$ cat config.mk
export PLATFORM = sky130hd
export DESIGN_NAME = pipe_stall_ctrl
export DESIGN_NICKNAME = d
export VERILOG_FILES = /design/src/rtl/pipe_ctrl_pkg.sv /design/src/rtl/sat_counter.sv /design/src/rtl/pipe_stall_ctrl.sv
export SDC_FILE = /design/constraint.sdc
export NUM_CORES = 1
export LEC_CHECK = 0
export BUFFER_PORTS_ARGS = -buffer_cell sky130_fd_sc_hd__buf_2
export CORE_MARGIN = 4
export CORE_UTILIZATION = 25
export DETAILED_ROUTE_END_ITERATION = 12
export PLACE_DENSITY_LB_ADDON = 0.2
export SLEW_MARGIN = 20
export SYNTH_ARGS = -nofsm -noshare
export SYNTH_HDL_FRONTEND = slang
export SYNTH_SLANG_ARGS = --single-unit
$ cat constraint.sdc
create_clock -name clk -period 2.1 [get_ports clk]
set_input_delay 0 -clock clk [delete_from_list [all_inputs] [get_ports clk]]
set_output_delay 0 -clock clk [all_outputs]
set_load 0.01 [all_outputs]
$ cat src/rtl/pipe_ctrl_pkg.sv
// Shared definitions for the pipeline stall/flush sequencer: state encoding and width defaults.
package pipe_ctrl_pkg;

   localparam int unsigned PC_W_DEF  = 32;
   localparam int unsigned CNT_W_DEF = 32;

   typedef logic [1:0] state_t;

   localparam state_t StRun        = 2'd0;
   localparam state_t StFreeze     = 2'd1;
   localparam state_t StFreezePend = 2'd2;

endpackage

$ cat src/rtl/sat_counter.sv
// Event counter that sticks at all-ones instead of wrapping; synchronous active-high clear.
module sat_counter #(
   parameter int unsigned CNT_W = 32
) (
   input  logic             clk,
   input  logic             rst,
   input  logic             inc,
   output logic [CNT_W-1:0] count
);

   logic [CNT_W-1:0] count_q;
   logic [CNT_W-1:0] count_d;

   always_comb begin
      count_d = count_q;
      if (inc && (count_q != {CNT_W{1'b1}})) begin
         count_d = count_q + 1'b1;
      end
   end

   always_ff @(posedge clk) begin
      if (rst) begin
         count_q <= '0;
      end else begin
         count_q <= count_d;
      end
   end

   assign count = count_q;

endmodule

$ cat src/rtl/pipe_stall_ctrl.sv
// Central stall/flush sequencer: merges hazard-unit decisions with cache-miss freezes and
// replays any redirect that resolved while the pipe was frozen.
module pipe_stall_ctrl
   import pipe_ctrl_pkg::*;
#(
   parameter int unsigned PC_W  = PC_W_DEF,
   parameter int unsigned CNT_W = CNT_W_DEF
) (
   input  logic             clk,
   input  logic             rst,
   input  logic             hazard_stall,
   input  logic             hazard_flush,
   input  logic [PC_W-1:0]  redirect_target,
   input  logic             icache_stall,
   input  logic             dcache_stall,
   output logic             pc_en,
   output logic             if_id_en,
   output logic             id_ex_en,
   output logic             ex_mem_en,
   output logic             mem_wb_en,
   output logic             if_id_flush,
   output logic             id_ex_bubble,
   output logic             pc_redirect_valid,
   output logic [PC_W-1:0]  pc_redirect_addr,
   output logic [CNT_W-1:0] perf_stall_cnt,
   output logic [CNT_W-1:0] perf_flush_cnt
);

   state_t          state_q, state_d;
   logic [PC_W-1:0] pend_addr_q, pend_addr_d;

   logic mem_stall;
   logic redirect;
   logic load_use;
   logic stall_inc;

   assign mem_stall = icache_stall | dcache_stall;
   assign redirect  = hazard_flush & ~hazard_stall;
   assign load_use  = hazard_stall;

   // Mealy outputs; priority is mem_stall > pending replay > redirect > load_use.
   always_comb begin
      pc_en             = 1'b1;
      if_id_en          = 1'b1;
      id_ex_en          = 1'b1;
      ex_mem_en         = 1'b1;
      mem_wb_en         = 1'b1;
      if_id_flush       = 1'b0;
      id_ex_bubble      = 1'b0;
      pc_redirect_valid = 1'b0;
      pc_redirect_addr  = '0;
      if (!rst) begin
         if (mem_stall) begin
            pc_en     = 1'b0;
            if_id_en  = 1'b0;
            id_ex_en  = 1'b0;
            ex_mem_en = 1'b0;
            mem_wb_en = 1'b0;
         end else if (state_q == StFreezePend) begin
            if_id_flush       = 1'b1;
            pc_redirect_valid = 1'b1;
            pc_redirect_addr  = pend_addr_q;
         end else if (redirect) begin
            if_id_flush       = 1'b1;
            pc_redirect_valid = 1'b1;
            pc_redirect_addr  = redirect_target;
         end else if (load_use) begin
            pc_en        = 1'b0;
            if_id_en     = 1'b0;
            id_ex_bubble = 1'b1;
         end
      end
   end

   // Once a redirect is pending, later ones during the same freeze are dropped (first wins).
   always_comb begin
      state_d     = state_q;
      pend_addr_d = pend_addr_q;
      if (mem_stall) begin
         if (state_q != StFreezePend) begin
            if (redirect) begin
               state_d     = StFreezePend;
               pend_addr_d = redirect_target;
            end else begin
               state_d = StFreeze;
            end
         end
      end else begin
         state_d = StRun;
      end
   end

   always_ff @(posedge clk) begin
      if (rst) begin
         state_q     <= StRun;
         pend_addr_q <= '0;
      end else begin
         state_q     <= state_d;
         pend_addr_q <= pend_addr_d;
      end
   end

   assign stall_inc = ~(pc_en & if_id_en & id_ex_en & ex_mem_en & mem_wb_en);

   sat_counter #(
      .CNT_W (CNT_W)
   ) u_stall_cnt (
      .clk   (clk),
      .rst   (rst),
      .inc   (stall_inc),
      .count (perf_stall_cnt)
   );

   sat_counter #(
      .CNT_W (CNT_W)
   ) u_flush_cnt (
      .clk   (clk),
      .rst   (rst),
      .inc   (if_id_flush),
      .count (perf_flush_cnt)
   );

endmodule

==> results by group, run 1 <==
Critical path
  – Startpoint Class: flip-flop
  – Delay-heaviest family, CP: compound AO/OA/AOI/OAI gates
  – Critical path buffers and inverters: 2
  – Crit path DAT: 2.30 ns
  – Required time of the critical path: 2.37 ns
  – CP Cell Sequence: nand4_1, buf_6, a2111o_4, a211o_1, buf_4, or3_1, a21oi_1
  – Slowest CP cell: a2111o_4
  – Worst path max stage delay: approximately 0.46 ns
  – Crit path kind: flip-flop to flip-flop
  – CP max FO: 5
  – Critical path capture point type: flip-flop

Drt
  – Routed WL: 16.0 mm
  – ANT nets after route: 0
  – 1st-iter DRT viols: between 200 and 300
  – WL/cell: approximately 15 microns
  – Routed via count: approximately 5200
  – Drt via density: 4.76
  – Drt drc: 0
  – Drt first pass iters: 4

STA
  – Relative slew margins: roughly half
  – RSZ-0062 raised after global routing: yes
  – Fin. Hold Viols: 0
  – Clock skew: 0.00413 ns
  – Final worst path period share: ~97%
  – Max Freq: ~490 MHz
  – Final worst path period need: 2.03 ns
  – Final setup viols: 0
  – Final Max Tran Viols: 0
  – Worst hold margin: about 0.019 ns
  – Worst Tran Pin Value: 0.737 ns

Pwr
  – Power Density: 546 nW/um^2
  – Final Power: between 3 and 4 mW
  – Leak Pwr: approximately 2.7 nW
  – Register share of total power: approximately half
  – Clock share of power: between 30% and 40%
  – Gate power share: between 10 and 15%
  – Int Power: ~2.9 mW
  – Net switching share of the total power: roughly 25%
  – Switching power: roughly 960 uW
  – Worst vdd ir: ~0.00036 V

Placed design
  – Placer Congestion: 0.760
  – Placed Cells: roughly 1000
  – Post-DP HPWL: approximately 11 mm
  – Port Buffers: approximately 140
  – Dpl cell area: around 6300 sq um

Synthesis
  – Post-synth top area share: between 40% and 50%
  – Yosys reg bits: 98
  – Synth unique cells: 55
  – Synthesis warning total: 0
  – Mapped Avg Cell Area: 7.85 sq um
  – Count leader, synth: dfxtp_1
  – Leading post-synthesis cells by instance count: dfxtp_1 (98), nand2_1 (94), a21oi_1 (71)
  – Top cell type by total area after synthesis: dfxtp_1
  – Syn Nets: 656
  – Sequential share of the synthesized area: between 40% and 50%
  – Post-synth EDFFs: 0
  – Cells after Synth: just over 600
  – Synth top area cells: dfxtp_1 (41%), a21oi_1 (7.3%), nand2_1 (7.3%), a22oi_1 (5.0%), nor2_1 (4.5%)
  – Mapped cell area: 4840 sq um
  – Synth Flop Type: dfxtp_1
  – Asr flop ratio synth: 0%

Finish
  – # diodes: 0
  – Nets: just under 900
  – Final Cell Area: approximately 7000 sq um
  – Seq. cell area: 1970 sq um
  – Multi-input gate area: approximately 2700 sq um
  – Share of layout cells above drive strength 1: 31.7%
  – Fillers: between 2000 and 2500
  – Post-Layout Cell Count: approximately 1100
  – P&R area growth vs syn: 44.8%

Clock tree
  – CTS buffer count: 9
  – Worst-path clk slew: ~0.070 ns
  – Root Buffer: clkbuf_16
  – Clk buf depth: 2
  – Sinks on Clock Net: ~100
  – H-tree depth: 3
  – TritonCTS clock tree: built
  – Clk_lat worst skew: roughly 0.35 ns

Die
  – Row count: 50
  – Die area: 21600 sq um
  – IO Count: 142
  – Core Area: 18900 sq um
  – Chip width: approximately 150 microns
  – Initial Util: about a quarter
  – Die Y: approximately 150 microns

Status
  – Outcome: finished, final reports clean

Job
  – Max-cap viol count: 0

GRT
  – Initial antenna violation count: 0
  – Pin count of the biggest net entering global routing: between 60 and 70
  – Number of global-route vias before repair: 4999
  – First-pass GRT wire length: between 20 and 30 mm
  – Tot GR Track Use: between 10% and 20%
  – Global route overflow: 0

Min path
  – Hold Path Class: input pin to flip-flop
==> power by group through the flow <==
stage	sequential [mW]	combinational (mW)	clock, mW
after floorplan	1.96	0.180	0
after global placement	1.95	0.344	0
after detailed placement	1.95	0.344	0
after CTS	1.91	0.394	1.58
after global routing	1.91	0.435	1.65
final	1.91	0.392	1.52
==> metrics by stage <==
step	TNS [ns]	worst slack [ns]	util, %
floorplan	-0.0167	-0.0167	-
global placement	0	0.0242	33.2
detailed placement	-0.00507	-0.00367	33.2
CTS	0	0.0347	36.4
global route	-0.0108	-0.00930	37.1
finish	0	0.0710	37.1
==> cell usage in the layout, fill, tap and decap left out, types with 15 or more instances in the layout <==
master           n
o21ai_0         20
xnor2_1         15
a22oi_1         32
buf_4           68
nand2_1         94
buf_2          140
nor2_1          57
o31ai_1         16
or3_1           19
nand3_1         18
dlygate4sd3_1   32
dfxtp_1         91
a21oi_1         67
nand4_1         19
==> cell families (layout without fill, tap and decap cells) <==
family,Yosys count,count (layout),share of synthesized area (%)
muxes,5,5,1.09
xor gates and xnor gates,16,16,2.90
DFF,98,98,40.6
adders and majority gates,2,2,0.517
and+or+nand+nor,270,270,27.9
buffers and inverters,57,276,5.04
AOI/OAI and AO/OA,168,168,22.0
==> worst register-to-register path: cells and delay by family (launching register included) <==
family	cells	cell delay (ns)
DFF	1	0.33
and+or+nand+nor	2	0.40
buffers and inverters	2	0.31
AOI/OAI and AO/OA	3	0.92
==> repair_timing <==
action	4_1_cts	5_1_grt
resized for setup	1	26
pin swaps	2	8
setup buffers	2	2
setup endpoints to repair	8	25
endpoints found under the hold margin	32	0
hold buffers	32	0
==> per-layer routing <==
| metal | vias to the layer above | routed length [microns] | track usage (%) | part of all wire [%] |
|---|---|---|---|---|
| li1 | 2670 | - | - | - |
| met1 | 2416 | 7720 | 20.0 | 48 |
| met2 | 117 | 7340 | 23.5 | 46 |
| met3 | 12 | 751 | 2.65 | 4.7 |
| met4 | 0 | 219 | 4.75 | 1.4 |
| met5 | - | 0 | 0 | 0 |
==> worst paths after layout <==
path / slack, ns / endpoint / start / depth (start not counted)
worst max-delay path: 0.07 / u_flush_cnt.count[20] / u_flush_cnt.count[6] / 7
worst max register to register: 0.07 / u_flush_cnt.count[20] / u_flush_cnt.count[6] / 7
worst min-delay path: 0.02 / u_flush_cnt.count[27] / rst / 3
worst min register to register: 0.45 / pend_addr_q[10] / pend_addr_q[10] / 2
==> registers in the layout, indices dropped and copies added (netlist names) <==
register and count:
pend_addr_q 32, state_q 2, u_flush_cnt.count 32, u_stall_cnt.count 32
==> layout make-up <==
type                            instances  area share, %
Inverter                               11          0.590
Multi-Input combinational cell        461           39.1
Clock buffer                           12           3.38
Clock inverter                          3          0.250
Timing Repair Buffer                  250           23.9
Sequential cell                        98           28.2
Tap cell                              260           4.65
Note: power is estimated with default switching activity, not from simulation.
==> inputs of run 2 (changes only) <==
clock period = 2.4 ns   (was 2.1 ns; I/O delays follow)
==> results by group, run 2 (synthesis gave the netlist of run 1 again) <==
Critical path
  – Critical path buffers and inverters: 1 (-1)
  – Crit path kind: flip-flop to flip-flop
  – Crit Reg-Reg Startpoint: u_stall_cnt.count[0]
  – CP Launch Point: u_stall_cnt.count[0]
  – Crit path DAT: 2.51 ns (+0.21 ns)
  – Required time of the critical path: 2.67 ns (+0.30 ns)
  – Worst path max stage delay: 0.47 ns (about the same)
  – Delay-heaviest family, CP: simple AND/OR/NAND/NOR gates
  – Reg2Reg Depth: 7 (unchanged)
  – Critical path capture point type: flip-flop
  – Critical path depth in cells: 7 (unchanged)
  – CP max FO: 10 (+5)
  – Startpoint Class: flip-flop
  – CP Cell Sequence: ha_1, and3_1, and4_1, a21o_2, buf_4, or4b_1, a21oi_1
  – Slowest CP cell: or4b_1

Pwr
  – Leak Pwr: 2.54 nW (-7.0%)
  – Power Density: 528 nW/um^2 (-3.3%)
  – Worst vdd ir: 0.000314 V (-13%)
  – Switching power: 887 uW (-7.9%)
  – Register share of total power: 47.9% (-2.1 points)
  – Gate power share: 9.0% (-1.2 points)
  – Final Power: 3.49 mW (-8.6%)
  – Clock share of power: 43.1% (+3.3 points)
  – Net switching share of the total power: 25.4% (+0.20 points)
  – Int Power: 2.61 mW (-8.9%)

GRT
  – Initial antenna violation count: 3 (+3)
  – Pin count of the biggest net entering global routing: 64 (+3.2%)
  – First-pass GRT wire length: 25.1 mm (-3.8%)
  – Number of global-route vias before repair: 4892 (-2.1%)
  – Tot GR Track Use: 14.0% (-0.60 points)
  – Global route overflow: 0 (unchanged)

STA
  – Final worst path period share: 93.1% (-3.6 points)
  – Max Freq: 448 MHz (-9.1%)
  – Final worst path period need: 2.23 ns (+0.204 ns)
  – RSZ-0062 raised after global routing: no
  – Fin. Hold Viols: 0 (unchanged)
  – Final setup viols: 0 (unchanged)
  – Relative slew margins: 52.2% (+1.3 points)
  – Final Max Tran Viols: 0 (unchanged)
  – PnR worst setup slack: 0.167 ns (+0.0958 ns)
  – Worst Tran Pin Value: 0.717 ns (-0.0199 ns)
  – Setup TNS: 0 ns (unchanged)
  – Clock skew: 0.00733 ns (+0.00320 ns)

Drt
  – Drt via density: 4.76 (-0.11%)
  – Routed via count: 5043 (-3.3%)
  – Routed WL: 15.6 mm (-2.9%)
  – 1st-iter DRT viols: 225 (-22%)
  – WL/cell: 14.7 microns (+0.26%)
  – Drt drc: 0 (unchanged)
  – Drt first pass iters: 7 (+3)
  – ANT nets after route: 0 (unchanged)

Die
  – Chip width: 147 microns (unchanged)
  – Initial Util: 25.6% (unchanged)
  – Die area: 21600 sq um (unchanged)
  – Core Area: 18900 sq um (unchanged)
  – Row count: 50 (unchanged)
  – IO Count: 142 (unchanged)
  – Die Y: 147 microns (unchanged)

Clock tree
  – Postcts setup bufs: 0 (-2)
  – Clk buf depth: 2 (unchanged)
  – H-tree depth: 3 (unchanged)
  – Worst-path clk slew: 0.07 ns (about the same)
  – Clk_lat worst skew: 0.35 ns (about the same)
  – Sinks on Clock Net: 98 (unchanged)
  – CTS buffer count: 9 (unchanged)
  – TritonCTS clock tree: built
  – Root Buffer: clkbuf_16

Placed design
  – Dpl cell area: 5980 sq um (-4.8%)
  – Port Buffers: 141 (unchanged)
  – Placer Congestion: 0.821 (+8.1%)
  – DP Worst Slack: 0.144 ns (+0.148 ns)
  – Post-DP HPWL: 10.9 mm (-4.3%)
  – Placed Cells: 1011 (-3.2%)

Finish
  – Leading cell type in the layout, fill and taps excluded: buf_2
  – Multi-input gate area: 2660 sq um (-3.1%)
  – Most frequent cells in the layout: buf_2 (140), dfxtp_1 (98), nand2_1 (94)
  – Fillers: 2046 (-0.63%)
  – Post-Layout Cell Count: 1060 (-3.2%)
  – Nets: 834 (-4.2%)
  – Seq. cell area: 1960 sq um (-0.57%)
  – P&R area growth vs syn: 36.8%
  – Final Cell Area: 6620 sq um (-5.5%)
  – Share of layout cells above drive strength 1: 26.8% (-5.0 points)

Min path
  – Hold Path Class: input pin to flip-flop
  – WHS Path Cells: 4 (+1)
  – Hold_sp: hazard_flush

Job
  – Max-cap viol count: 0 (unchanged)

Status
  – Outcome: finished, final reports clean
## run 2: worst min-delay path, stage by stage
cell	delay (ns)
buf_2	0.08
nand2b_1	0.19
nand2_1	0.13
nor2_1	0.03
## run 2: per-layer routing
| metal | track usage [%] | up-vias | routed length, microns |
|---|---|---|---|
| met5 | 0 | - | 27 |
| met4 | 2.61 | 4 | 131 |
| met3 | 4.87 | 16 | 1020 |
| met2 | 22.8 | 120 | 6830 |
| met1 | 18.3 | 2302 | 7550 |
| li1 | - | 2601 | - |
## run 2: what timing repair did
action                                  in CTS  in global routing
hold buffers                                32                  0
endpoints found under the hold margin       32                  0
gates resized for setup                      0                  4
endpoints found under the setup margin       0                  3
## run 2: through the flow
stage                     util, %  hold slack [ns]
final                        35.0            0.132
after global routing         35.0            0.158
after CTS                    34.9            0.127
after detailed placement     31.6            0.258
after global placement       31.6            0.257
after floorplan                 -            0.117
## run 2: worst paths after layout
path	to	slack (ns)
worst min-delay path	state_q[0]	0.13
worst max register to register	u_stall_cnt.count[13]	0.17
worst max-delay path	u_stall_cnt.count[13]	0.17
worst min register to register	pend_addr_q[26]	0.46
## run 2: area by class of cell
class | instances | share of cell area [%]
inverter | 11 | 0.624
timing repair buffer | 213 | 20.1
antenna | 1 | 0.0378
sequential | 98 | 29.6
clock buffer | 9 | 3.40
tap | 260 | 4.91
clock inverter | 7 | 1.19
multi-input combinational | 461 | 40.1
## run 2: power by group through the flow
stage	sequential [mW]	combinational (mW)	clock (mW)
6_report	1.67	0.314	1.51
5_1_grt	1.68	0.349	1.65
4_1_cts	1.67	0.319	1.58
3_5_place_dp	1.71	0.277	0
3_3_place_gp	1.71	0.276	0
2_1_floorplan	1.71	0.157	0
==> inputs of run 3 (changes only) <==
==> constraint.sdc (replaced) <==
create_clock -name clk -period 2.4 [get_ports clk]
set_input_delay 0.24 -clock clk [delete_from_list [all_inputs] [get_ports clk]]
set_output_delay 0.24 -clock clk [all_outputs]
set_load 0.01 [all_outputs]
==> results by group, run 3 (synthesis gave the netlist of run 1 again) <==
Finish
  – Post-Layout Cell Count: 1037 (-2.2%)
  – Multi-input gate area: 2650 sq um (-0.38%)
  – Nets: 811 (-2.8%)
  – P&R area growth vs syn: 31.5%
  – Seq. cell area: 1960 sq um (unchanged)
  – Fillers: 2060 (+0.68%)
  – Leading cell type in the layout, fill and taps excluded: buf_2
  – Most frequent cells in the layout: buf_2 (140), dfxtp_1 (98), nand2_1 (94)
  – Share of layout cells above drive strength 1: 28.1% (+1.3 points)

STA
  – Relative slew margins: 43.7% (-8.5 points)
  – Final worst path period need: 2.24 ns (+0.0100 ns)
  – Clock skew: 0.00917 ns (+0.00183 ns)
  – Max Freq: 446 MHz (-0.45%)
  – RSZ-0062 raised after global routing: no
  – Fin. Hold Viols: 0 (unchanged)
  – Final worst path period share: 93.5% (+0.42 points)
  – Final Max Tran Viols: 0 (unchanged)
  – Final setup viols: 0 (unchanged)
  – Worst Tran Pin Value: 0.845 ns (+0.128 ns)
  – Setup TNS: 0 ns (unchanged)
  – PnR worst setup slack: 0.157 ns (-0.0100 ns)

Drt
  – Drt via density: 4.87 (+2.3%)
  – WL/cell: 14.7 microns (+0.37%)
  – Routed via count: 5049 (+0.12%)
  – ANT nets after route: 0 (unchanged)
  – 1st-iter DRT viols: 230 (+2.2%)
  – Routed WL: 15.3 mm (-1.8%)
  – Drt drc: 0 (unchanged)
  – Drt first pass iters: 5 (-2)

Die
  – IO Count: 142 (unchanged)
  – Core Area: 18900 sq um (unchanged)
  – Initial Util: 25.6% (unchanged)
  – Die area: 21600 sq um (unchanged)
  – Chip width: 147 microns (unchanged)
  – Row count: 50 (unchanged)
  – Die Y: 147 microns (unchanged)

Pwr
  – Final Power: 3.43 mW (-1.9%)
  – Power Density: 539 nW/um^2 (+2.1%)
  – Leak Pwr: 2.45 nW (-3.4%)
  – Worst vdd ir: 0.000295 V (-6.3%)

Placed design
  – DP Worst Slack: 0.0622 ns (-0.0820 ns)
  – Placed Cells: 1020 (+0.89%)
  – Port Buffers: 141 (unchanged)
  – Placer Congestion: 0.797 (-3.0%)
  – Post-DP HPWL: 11.0 mm (+1.1%)

Critical path
  – Crit path DAT: 2.51 ns (about the same)
  – Critical path capture point type: flip-flop
  – Critical path buffers and inverters: 1 (unchanged)
  – Required time of the critical path: 2.66 ns (about the same)
  – CP Cell Sequence: nand4_1, buf_4, a2111o_1, a311o_1, or3_1, a21oi_1
  – Delay-heaviest family, CP: compound AO/OA/AOI/OAI gates
  – Crit path kind: flip-flop to flip-flop
  – Worst path max stage delay: 0.40 ns (-0.07 ns)
  – Startpoint Class: flip-flop
  – Slowest CP cell: a311o_1
  – CP max FO: 6 (-4)

GRT
  – Initial antenna violation count: 3 (unchanged)
  – Number of global-route vias before repair: 4768 (-2.5%)
  – Tot GR Track Use: 14.0% (-0.026 points)
  – Pin count of the biggest net entering global routing: 77 (+20%)
  – First-pass GRT wire length: 24.9 mm (-0.93%)
  – Global route overflow: 0 (unchanged)

Clock tree
  – TritonCTS clock tree: built
  – H-tree depth: 3 (unchanged)
  – Worst-path clk slew: 0.07 ns (about the same)
  – Clk_lat worst skew: 0.34 ns (about the same)
  – Hold Buf Count CTS: 0 (-100%)
  – Postcts setup bufs: 0 (unchanged)
  – Post-cts sizing count: 0 (unchanged)
  – CTS buffer count: 9 (unchanged)
  – Root Buffer: clkbuf_16
  – Clk buf depth: 2 (unchanged)
  – Sinks on Clock Net: 98 (unchanged)

Status
  – Outcome: finished, final reports clean

Min path
  – Hold Path Class: input pin to flip-flop

Job
  – Max-cap viol count: 0 (unchanged)
==> run 3: tightest hold or removal path, stage by stage <==
cell and delay [ns]:
buf_2 0.10, nand2_1 0.05, a21oi_1 0.05
==> run 3: path summary, 6_finish.rpt <==
check,startpoint,end,slack [ns],depth (start not counted)
setup / recovery,u_flush_cnt.count[6],u_flush_cnt.count[29],0.16,6
hold reg to reg,pend_addr_q[1],pend_addr_q[1],0.46,2
setup reg to reg,u_flush_cnt.count[6],u_flush_cnt.count[29],0.16,6
hold / removal,redirect_target[16],pend_addr_q[16],0.14,3
==> run 3: area by class of cell <==
cell class | count | area share, %
multi-input cells | 461 | 41.6
flip-flops and latches | 98 | 30.8
repair buffers | 190 | 17.1
well taps | 260 | 5.11
clock buffers | 12 | 3.87
clock inverters | 4 | 0.806
inverters | 11 | 0.649
diodes | 1 | 0.0393
==> run 3: routing by layer <==
layer | vias to the layer above | routed length (microns) | GRT usage [%]
met3 | 19 | 955 | 3.70
met5 | - | 21 | 0
met1 | 2353 | 7300 | 19.1
met2 | 123 | 6810 | 22.0
li1 | 2550 | - | -
met4 | 4 | 191 | 4.01
==> run 3: power breakdown <==
group          switching [mW]  total (mW)  internal [mW]
sequential             0.0187        1.68           1.66
clock                   0.633        1.47          0.839
combinational           0.178       0.282          0.105
==> run 3: through the flow <==
step           util (%)  hold WS [ns]  cell area (sq um)
6_report           33.7         0.141               6360
4_1_cts            33.6         0.126               6350
2_1_floorplan         -         0.376               4840
3_3_place_gp       32.1         0.445               6060
3_5_place_dp       32.1         0.450               6060
5_1_grt            33.7         0.133               6360
